`src/rtl/ttc_lite_pkg18.sv`:
```
// Shared definitions for the lite triple-timer counter APB front-end.
// Holds the word offsets of the register map (paddr[7:2]), the APB
// front-end FSM state encoding, and the read-only attribute helper.
package ttc_lite_pkg18;

  localparam logic [5:0] OFF_CLK_CTRL    = 6'h00;
  localparam logic [5:0] OFF_CNTR_CTRL   = 6'h01;
  localparam logic [5:0] OFF_COUNTER_VAL = 6'h02;
  localparam logic [5:0] OFF_INTERVAL    = 6'h03;
  localparam logic [5:0] OFF_MATCH_1     = 6'h04;
  localparam logic [5:0] OFF_MATCH_2     = 6'h05;
  localparam logic [5:0] OFF_MATCH_3     = 6'h06;
  localparam logic [5:0] OFF_INTR_STAT   = 6'h07;
  localparam logic [5:0] OFF_INTR_EN     = 6'h08;

  typedef enum logic [2:0] {
    ST_IDLE,
    ST_SETUP,
    ST_WR_ACC,
    ST_RD_WAIT,
    ST_RD_DONE
  } apb_state_e;

  // Counter value and interrupt status are owned by the counter block;
  // software can only read them.
  function automatic logic reg_is_ro(input logic [5:0] off);
    return (off == OFF_COUNTER_VAL) || (off == OFF_INTR_STAT);
  endfunction

endpackage

```
`src/rtl/ttc_apb_rdmux_lite18.sv`:
```
// Combinational readback mux for the lite timer-counter register map.
// Ports:
//   reg_off            word offset (paddr[7:2])
//   *_reg18            register readback values from the counter block
//   rd_data            selected register, zero-extended to 32 bits (0 if unmapped)
//   reg_mapped         offset decodes to a register
//   reg_ro             offset decodes to a read-only register
module ttc_apb_rdmux_lite18
  import ttc_lite_pkg18::*;
(
  input  logic [5:0]  reg_off,
  input  logic [6:0]  clk_ctrl_reg18,
  input  logic [6:0]  cntr_ctrl_reg18,
  input  logic [15:0] counter_val_reg18,
  input  logic [15:0] interval_reg18,
  input  logic [15:0] match_1_reg18,
  input  logic [15:0] match_2_reg18,
  input  logic [15:0] match_3_reg18,
  input  logic [5:0]  interrupt_reg18,
  input  logic [5:0]  interrupt_en_reg18,
  output logic [31:0] rd_data,
  output logic        reg_mapped,
  output logic        reg_ro
);

  always_comb begin
    rd_data    = '0;
    reg_mapped = 1'b1;
    case (reg_off)
      OFF_CLK_CTRL:    rd_data = {25'd0, clk_ctrl_reg18};
      OFF_CNTR_CTRL:   rd_data = {25'd0, cntr_ctrl_reg18};
      OFF_COUNTER_VAL: rd_data = {16'd0, counter_val_reg18};
      OFF_INTERVAL:    rd_data = {16'd0, interval_reg18};
      OFF_MATCH_1:     rd_data = {16'd0, match_1_reg18};
      OFF_MATCH_2:     rd_data = {16'd0, match_2_reg18};
      OFF_MATCH_3:     rd_data = {16'd0, match_3_reg18};
      OFF_INTR_STAT:   rd_data = {26'd0, interrupt_reg18};
      OFF_INTR_EN:     rd_data = {26'd0, interrupt_en_reg18};
      default:         reg_mapped = 1'b0;
    endcase
    reg_ro = reg_mapped & reg_is_ro(reg_off);
  end

endmodule

```
`src/rtl/ttc_apb_if_lite18.sv`:
```
// APB3 slave front-end for the single-channel lite triple-timer counter.
// Turns APB transfers into one-cycle register write strobes with registered
// write data, returns registered read data from the counter block and
// generates the clear-on-read pulse for the interrupt status register.
// Ports:
//   pclk18, p_reset18           clock, synchronous active-high reset
//   psel18..pwdata18            APB3 request
//   prdata18, pready18,
//   pslverr18                   APB3 response (registered)
//   pwdata_out18                registered write data to the counter block
//   *_reg_sel18                 one-cycle write strobes, aligned with pready18
//   clear_interrupt18           interrupt status clear, aligned with pready18
//   *_reg18 inputs              register readback from the counter block
module ttc_apb_if_lite18
  import ttc_lite_pkg18::*;
#(
  parameter int RD_WAIT = 1
) (
  input  logic        pclk18,
  input  logic        p_reset18,
  input  logic        psel18,
  input  logic        penable18,
  input  logic        pwrite18,
  input  logic [7:0]  paddr18,
  input  logic [31:0] pwdata18,
  output logic [31:0] prdata18,
  output logic        pready18,
  output logic        pslverr18,
  output logic [15:0] pwdata_out18,
  output logic        clk_ctrl_reg_sel18,
  output logic        cntr_ctrl_reg_sel18,
  output logic        interval_reg_sel18,
  output logic        match_1_reg_sel18,
  output logic        match_2_reg_sel18,
  output logic        match_3_reg_sel18,
  output logic        intr_en_reg_sel18,
  output logic        clear_interrupt18,
  input  logic [6:0]  clk_ctrl_reg18,
  input  logic [6:0]  cntr_ctrl_reg18,
  input  logic [15:0] counter_val_reg18,
  input  logic [15:0] interval_reg18,
  input  logic [15:0] match_1_reg18,
  input  logic [15:0] match_2_reg18,
  input  logic [15:0] match_3_reg18,
  input  logic [5:0]  interrupt_reg18,
  input  logic [5:0]  interrupt_en_reg18
);

  localparam logic [1:0] WAIT_LOAD = 2'((RD_WAIT > 0) ? RD_WAIT - 1 : 0);

  apb_state_e  state;
  logic [1:0]  rd_cnt;
  logic [6:0]  strb_p1;
  logic [6:0]  wr_strb;
  logic [5:0]  reg_off;
  logic [31:0] rd_data;
  logic        reg_mapped;
  logic        reg_ro;
  logic        wr_ok;
  logic        is_stat;
  logic        xfer_abort;
  logic        unused_bits;

  // Byte-lane bits of the address and the upper write-data half are unused.
  assign unused_bits = ^{paddr18[1:0], pwdata18[31:16]};

  assign reg_off    = paddr18[7:2];
  assign wr_ok      = reg_mapped & ~reg_ro;
  assign is_stat    = (reg_off == OFF_INTR_STAT);
  assign xfer_abort = ~psel18 | ~penable18;

  ttc_apb_rdmux_lite18 u_rdmux (
    .reg_off            (reg_off),
    .clk_ctrl_reg18     (clk_ctrl_reg18),
    .cntr_ctrl_reg18    (cntr_ctrl_reg18),
    .counter_val_reg18  (counter_val_reg18),
    .interval_reg18     (interval_reg18),
    .match_1_reg18      (match_1_reg18),
    .match_2_reg18      (match_2_reg18),
    .match_3_reg18      (match_3_reg18),
    .interrupt_reg18    (interrupt_reg18),
    .interrupt_en_reg18 (interrupt_en_reg18),
    .rd_data            (rd_data),
    .reg_mapped         (reg_mapped),
    .reg_ro             (reg_ro)
  );

  // One-hot write strobe for the writable registers; RO/unmapped give zero.
  always_comb begin
    wr_strb = '0;
    case (reg_off)
      OFF_CLK_CTRL:  wr_strb[0] = 1'b1;
      OFF_CNTR_CTRL: wr_strb[1] = 1'b1;
      OFF_INTERVAL:  wr_strb[2] = 1'b1;
      OFF_MATCH_1:   wr_strb[3] = 1'b1;
      OFF_MATCH_2:   wr_strb[4] = 1'b1;
      OFF_MATCH_3:   wr_strb[5] = 1'b1;
      OFF_INTR_EN:   wr_strb[6] = 1'b1;
      default:       wr_strb = '0;
    endcase
  end

  // Response outputs default to zero every cycle so each is a one-cycle pulse
  // on the completion edge; prdata18 is thereby cleared after RD_DONE.
  always_ff @(posedge pclk18) begin
    if (p_reset18) begin
      state             <= ST_IDLE;
      rd_cnt            <= '0;
      prdata18          <= '0;
      pready18          <= 1'b0;
      pslverr18         <= 1'b0;
      pwdata_out18      <= '0;
      strb_p1           <= '0;
      clear_interrupt18 <= 1'b0;
    end else begin
      prdata18          <= '0;
      pready18          <= 1'b0;
      pslverr18         <= 1'b0;
      strb_p1           <= '0;
      clear_interrupt18 <= 1'b0;
      case (state)
        ST_IDLE: begin
          if (psel18 && !penable18) state <= ST_SETUP;
        end
        ST_SETUP: begin
          if (xfer_abort) begin
            state <= ST_IDLE;
          end else if (pwrite18) begin
            state        <= ST_WR_ACC;
            pready18     <= 1'b1;
            pwdata_out18 <= pwdata18[15:0];
            if (wr_ok) strb_p1 <= wr_strb;
            else       pslverr18 <= 1'b1;
          end else if (RD_WAIT > 0) begin
            state  <= ST_RD_WAIT;
            rd_cnt <= WAIT_LOAD;
          end else begin
            state             <= ST_RD_DONE;
            pready18          <= 1'b1;
            prdata18          <= rd_data;
            pslverr18         <= ~reg_mapped;
            clear_interrupt18 <= is_stat;
          end
        end
        ST_RD_WAIT: begin
          if (xfer_abort) begin
            state <= ST_IDLE;
          end else if (rd_cnt == 2'd0) begin
            state             <= ST_RD_DONE;
            pready18          <= 1'b1;
            prdata18          <= rd_data;
            pslverr18         <= ~reg_mapped;
            clear_interrupt18 <= is_stat;
          end else begin
            rd_cnt <= rd_cnt - 2'd1;
          end
        end
        ST_WR_ACC, ST_RD_DONE: state <= ST_IDLE;
        default:               state <= ST_IDLE;
      endcase
    end
  end

  assign clk_ctrl_reg_sel18  = strb_p1[0];
  assign cntr_ctrl_reg_sel18 = strb_p1[1];
  assign interval_reg_sel18  = strb_p1[2];
  assign match_1_reg_sel18   = strb_p1[3];
  assign match_2_reg_sel18   = strb_p1[4];
  assign match_3_reg_sel18   = strb_p1[5];
  assign intr_en_reg_sel18   = strb_p1[6];

  a_one_strobe: assert property (@(posedge pclk18) $onehot0(strb_p1));

endmodule
```
`config.mk`:
```
export PLATFORM = sky130hd
export DESIGN_NAME = ttc_apb_if_lite18
export DESIGN_NICKNAME = d
export VERILOG_FILES = /design/src/rtl/ttc_lite_pkg18.sv /design/src/rtl/ttc_apb_rdmux_lite18.sv /design/src/rtl/ttc_apb_if_lite18.sv
export SDC_FILE = /design/constraint.sdc
export NUM_CORES = 1
export LEC_CHECK = 0
export BUFFER_PORTS_ARGS = -buffer_cell sky130_fd_sc_hd__clkbuf_2
export CAP_MARGIN = 20
export CELL_PAD_IN_SITES_DETAIL_PLACEMENT = 1
export CELL_PAD_IN_SITES_GLOBAL_PLACEMENT = 1
export CORE_MARGIN = 3
export CORE_UTILIZATION = 31
export DETAILED_ROUTE_END_ITERATION = 6
export PLACE_DENSITY = 0.81
export SYNTH_ARGS = -nofsm -noshare
export SYNTH_HDL_FRONTEND = slang
export SYNTH_HIERARCHICAL = 1
export SYNTH_SLANG_ARGS = --single-unit
```
`constraint.sdc`:
```
create_clock -name pclk18 -period 2.5 [get_ports pclk18]
set_clock_uncertainty 0.1 [all_clocks]
set_input_delay 0.25 -clock pclk18 [delete_from_list [all_inputs] [get_ports pclk18]]
set_output_delay 0.25 -clock pclk18 [all_outputs]
set_load 0.005 [all_outputs]
```
# Yosys cells after proc, flatten, opt, wreduce, memory -nomap -nowiden
# Index checks and enable logic that the tools add are counted.
dict set report totals {
  regBits 63
  inputBits 151
  out_inout_bits 58
  word_cells 82
}
dict set report classes {
  add_sub_neg 1
  eq_ne 16
  n_mux 31
  bitwise_logic 13
  reduce_logical 13
}
# op count
set ops {}
lappend ops {{16-bit case mux with 9 select lines} 1}
lappend ops {{6-bit by 3-bit equality test with 1-bit output (second input constant)} 4}
lappend ops {{1-bit 2-to-1 mux} 18}
lappend ops {{6-bit by 2-bit equality test with 1-bit output (second input constant)} 2}
lappend ops {{2-bit 2-to-1 mux} 5}
lappend ops {{2-bit != test (second input constant)} 5}
lappend ops {{1-bit NOT} 10}
lappend ops {{3-bit 2-to-1 mux} 3}
lappend ops {{3-bit case mux with 3 select lines} 1}
lappend ops {{9-bit OR reduction} 1}
lappend ops {{6-bit by 1-bit equality test with 1-bit output (second input constant)} 1}
lappend ops {{6-bit by 4-bit equality test with 1-bit output (second input constant)} 1}
lappend ops {{6-bit zero test} 1}
lappend ops {{5-bit AND reduction} 1}
lappend ops {{5-bit OR reduction} 1}
lappend ops {{1-bit case mux with 2 select lines} 2}
lappend ops {{2-bit case mux with 2 select lines} 1}
lappend ops {{4-bit OR reduction} 1}
lappend ops {{3-bit by 1-bit equality test with 1-bit output (second input constant)} 1}
lappend ops {{3-bit by 2-bit equality test with 1-bit output (second input constant)} 1}
lappend ops {{3-bit zero test} 1}
lappend ops {{3-bit != test (second input constant)} 1}
lappend ops {{3-bit AND reduction} 1}
lappend ops {{1-bit bitwise AND} 2}
lappend ops {{8 further kinds} 8}

# Longest topological paths before layout
dict set report depth {
  word_depth 10
  mapped_depth 8
  depth_no_buf 5
}

# Hierarchy
# The synthesis kept the hierarchy.
# module n_inst cells_per_inst area_per_inst_um2 seq_area_each_um2
set by_module_without_submodules {}
lappend by_module_without_submodules {ttc_apb_if_lite18 1 208 2252.2 1261.2}
lappend by_module_without_submodules {ttc_apb_rdmux_lite18 1 127 1053.5 0.0}

# Worst setup path before layout
# Ideal clock, no wire load.
dict set report synth_path {
  path_type {input to register}
  start {input paddr18[2]}
  end {register strb_p1[5]}
  setup_time_ns 0.087
  t_arrival_ns 1.840
  required_time_ns 2.313
  slack_ns 0.473
  cell_stages 6
  path_buffers 1
  cell_sequence {buf_6 or3_4 a211oi_1 nor3b_1 nand3_2 nor4b_2}
}
dict set report synth_between {
  elab_chain_cells 8
  elab_cells_between_ends 18
  cone_classes {eq/ne (8); mux (2); bitwise (4); reduce/logical (4)}
}
# element line
set synth_lines {}
lappend synth_lines {{start, declared} ttc_apb_if_lite18.sv:24} ;# input logic [7:0] paddr18,
lappend synth_lines {{6-bit by 3-bit equality test with 1-bit output, or another cell as far along} ttc_apb_rdmux_lite18.sv:29} ;# case (reg_off)
lappend synth_lines {{9-bit OR reduction (no line) (*)} -}
lappend synth_lines {{1-bit 2-to-1 mux (*)} ttc_apb_rdmux_lite18.sv:29}
lappend synth_lines {{via reg_mapped} ttc_apb_if_lite18.sv:57} ;# logic reg_mapped;
lappend synth_lines {{1-bit bitwise AND} ttc_apb_rdmux_lite18.sv:41} ;# reg_ro = reg_mapped & reg_is_ro(reg_off);
lappend synth_lines {{1-bit NOT} ttc_apb_if_lite18.sv:68} ;# assign wr_ok = reg_mapped & ~reg_ro;
lappend synth_lines {{1-bit bitwise AND (*)} ttc_apb_if_lite18.sv:68}
lappend synth_lines {{1-bit NOT (no line) (*)} -}
lappend synth_lines {{5-bit OR reduction (no line) (*)} -}
lappend synth_lines {{end signal, assigned} ttc_apb_if_lite18.sv:132} ;# if (wr_ok) strb_p1 <= wr_strb;
lappend synth_lines {{end, declared} ttc_apb_if_lite18.sv:53} ;# logic [6:0] strb_p1;
# Mark *: on every way through the listed nets, which the timed path passes. The rest lies on a longest branch.
# A chain may end at the register's enable or synchronous reset.

# Worst setup path in the final report
# Ends and elaborated chain as after synthesis.

==> results_dict.tcl <==
set metrics [dict create \
    synth_edf_count 0 \
    synth_compound_area_frac 0.169 \
    status "completed" \
    fin_crit_ns 1.97 \
    synthXorXnorAreaFrac 0.00265 \
    num_vias 3162 \
    postLayoutCellArea_mm2 0.00439 \
    timing.rr.start "state[0]" \
    clock_latency_ns 0.33 \
    switchingPower_mw 0.527 \
    clock.fmax_mhz 508 \
    rsz0062_at_grt "no" \
    ys_ff_latch 63 \
    rrSetupSlack_ns 0.70 \
    hold_start "pwdata18[11]" \
    placementRows 37 \
    cts_buffers 9 \
    coreArea_mm2 0.0104 \
    io_pins 209 \
    path_buf_inv 1 \
    grt_max_degree 33 \
    syn_avg_cell_area_um2 9.87 \
    worst_setup_path_start_kind "input pin" \
    area_delta_synth_final_pct 32.9 \
    initial_core_util 0.319 \
    power_frac_comb 0.143 \
    synth_seq_area_share 0.382 \
    synth-simple-area-share 0.229 \
    synth_top_family_by_area "simple AND/OR/NAND/NOR gates" \
    holdPathStages 3 \
    leakagePower_nw 2.10 \
    grt_use_total 0.165 \
    antenna_found_initial 0 \
    die_x_um 109 \
    dpl.hpwl_mm 8.01 \
    cpPeakStageDelay_ns 0.50 \
    register_area_mm2 0.00126 \
    synth_area_mm2 0.00331 \
    setup_slack_ns 0.530 \
    via_per_inst 4.81 \
    end_kind "flip-flop" \
    drt_iter0_markers 155 \
    cts_root_buf "clkbuf_8" \
    p_seq_frac 0.494 \
    cp_top_family "simple AND/OR/NAND/NOR gates" \
    postLayoutCoreUtil 0.424 \
    r2r_end "prdata18[9]" \
    fp.dieArea_mm2 0.0119 \
    grt_first_pass_wirelength_mm 15.5 \
    holdPathEnd "pwdata_out18[11]" \
    crit_chain "clkbuf_2 > or3_4 > a211oi_1 > nor3b_1 > nand3_2 > nor4b_2" \
    worst_pin_slew_ns 0.696 \
    finalNonFillerCells 658 \
    placed_area_mm2 0.00423 \
    final-setup-viol-count 0 \
    cp.arrival_ns 2.10 \
    multi_input_area_mm2 0.00177 \
    power.density_mw_per_mm2 471 \
    htreeDepth 3 \
    cp_max_fo 3 \
    diodes 0 \
    vdd_drop_max_mv 0.197 \
    nets 670 \
    post-place-cells 643 \
    finalHoldViolations 0 \
    synth.most_common_cell "dfxtp_1" \
    detail_route.wl_per_cell_um 15.0 \
    synth_ff_type "dfxtp_1" \
    drc 0 \
    ff2ff_path_depth 4 \
    holdCritPathClass "input pin to flip-flop" \
    post_cts_resized 0 \
    ctsLongestPathBuffers 2 \
    synth_top_area_cell "dfxtp_1" \
    yosys_warnings 6 \
    grt_pass1_vias 3295 \
    io_buffers 190 \
    layout-drive-gt1-share 0.475 \
    dp_slack_ns 0.263 \
    grt_overflow 0 \
    synthTopCellsByArea "dfxtp_1 38%, and2_1 6.4%, a21bo_2 4.8%" \
    ctsHoldBuffers 0 \
    slew_headroom 0.535 \
    synth_cell_types 48 \
    crit_slowest_cell "nor3b_1" \
    synth_cells 335 \
    drtPass1Iterations 4 \
    intPower_mw 1.54 \
    required_ns 2.64 \
    numClockSinks 63 \
    p_sw_frac 0.255 \
    synthMuxAreaShare 0.114 \
    drv_cap 0 \
    cts_setup_buffers 0 \
    synth.top_cell.area_share 0.382 \
    fin_tns_setup_ns 0 \
    dieHeight_um 109 \
    tritoncts "built" \
    synth_common_cells "63 x dfxtp_1, 34 x and2_1, 27 x a21oi_1" \
    clk_pin_slew_ns 0.06 \
    gp_congestion 0.798 \
    wl_mm 9.85 \
    slew_viol_final 0 \
    postRouteAntennaNets 0 \
    critical_path_class "input pin to flip-flop" \
    min_period_over_period 0.788 \
    fillers 1273 \
    synthAdderAreaFrac 0.00379 \
    clkPwrFrac 0.363 \
    async_flop_share 0 \
]
-- state kept, by name (all words and copies together), names as in the netlist --
signal and flops:
clear_interrupt18 1, prdata18 32, pready18 1, pslverr18 1, pwdata_out18 16, rd_cnt 2
state 3, strb_p1 7
-- cell families after synthesis --
family,Yosys count
other,1
AND/OR/NAND/NOR,119
buffers and inverters,45
AO/OA/AOI/OAI,80
multiplexers,25
XOR/XNOR,1
flip-flops,63
adder cells (fa/ha/maj),1
-- cell type report --
type,count,area share
Multi-Input combinational cell,242,0.404
Timing Repair Buffer,197,0.228
Clock buffer,11,0.0322
Sequential cell,63,0.287
Clock inverter,4,0.00513
Inverter,5,0.00427
Tap cell,136,0.0387
-- metal layers --
metal,up-vias,GRT usage,share of wire
met5,-,0,0
met4,0,0.0606,0.015
met3,14,0.0438,0.086
met2,142,0.305,0.51
met1,1465,0.180,0.39
li1,1541,-,-
-- cell usage in the layout, fill, tap and decap left out, types with 3 or more instances in the layout --
master / instances
o21ai_0: 11
a21bo_2: 16
conb_1: 16
mux2i_1: 15
nand2_1: 11
inv_1: 5
nor2b_1: 5
clkinv_2: 3
a21oi_1: 27
nand3_1: 16
clkbuf_2: 190
a22oi_1: 15
mux4_1: 3
and2_1: 34
buf_4: 7
clkbuf_8: 10
dfxtp_1: 63
nor3b_1: 4
nand4_1: 3
mux4_2: 6
a221oi_1: 5
nor3_1: 7
nor2_1: 18
-- power by group through the flow --
stage               Combinational [mW]  Sequential [mW]  Clock [mW]
global placement                 0.286             1.04           0
global route                     0.329             1.02       0.842
finish                           0.296             1.02       0.750
CTS                              0.297             1.02       0.793
floorplan                        0.185             1.04           0
detailed placement               0.296             1.04           0
-- worst min-delay path, delay by kind of cell --
family                 cells  cell delay [ns]
AND/OR/NAND/NOR            1             0.06
AO/OA/AOI/OAI              1             0.05
buffers and inverters      1             0.08
-- through the flow --
step	total power, mW	hold slack, ns
2_1_floorplan	1.22	0.221
3_3_place_gp	1.33	0.362
3_5_place_dp	1.34	0.377
4_1_cts	2.11	0.0322
5_1_grt	2.19	0.0507
6_report	2.07	0.0586
-- worst max path at each step --
stage / from / endpoint / slack (ns) / depth (start not counted)
detailed placement: paddr18[2] / strb_p1[5] / 0.26 / 6
floorplan: paddr18[2] / strb_p1[5] / 0.47 / 6
finish: paddr18[2] / strb_p1[5] / 0.53 / 6
global placement: paddr18[2] / strb_p1[5] / 0.35 / 6
CTS: paddr18[2] / strb_p1[5] / 0.60 / 6
global route: paddr18[2] / strb_p1[5] / 0.47 / 6
(Power assumes the default switching activity.)
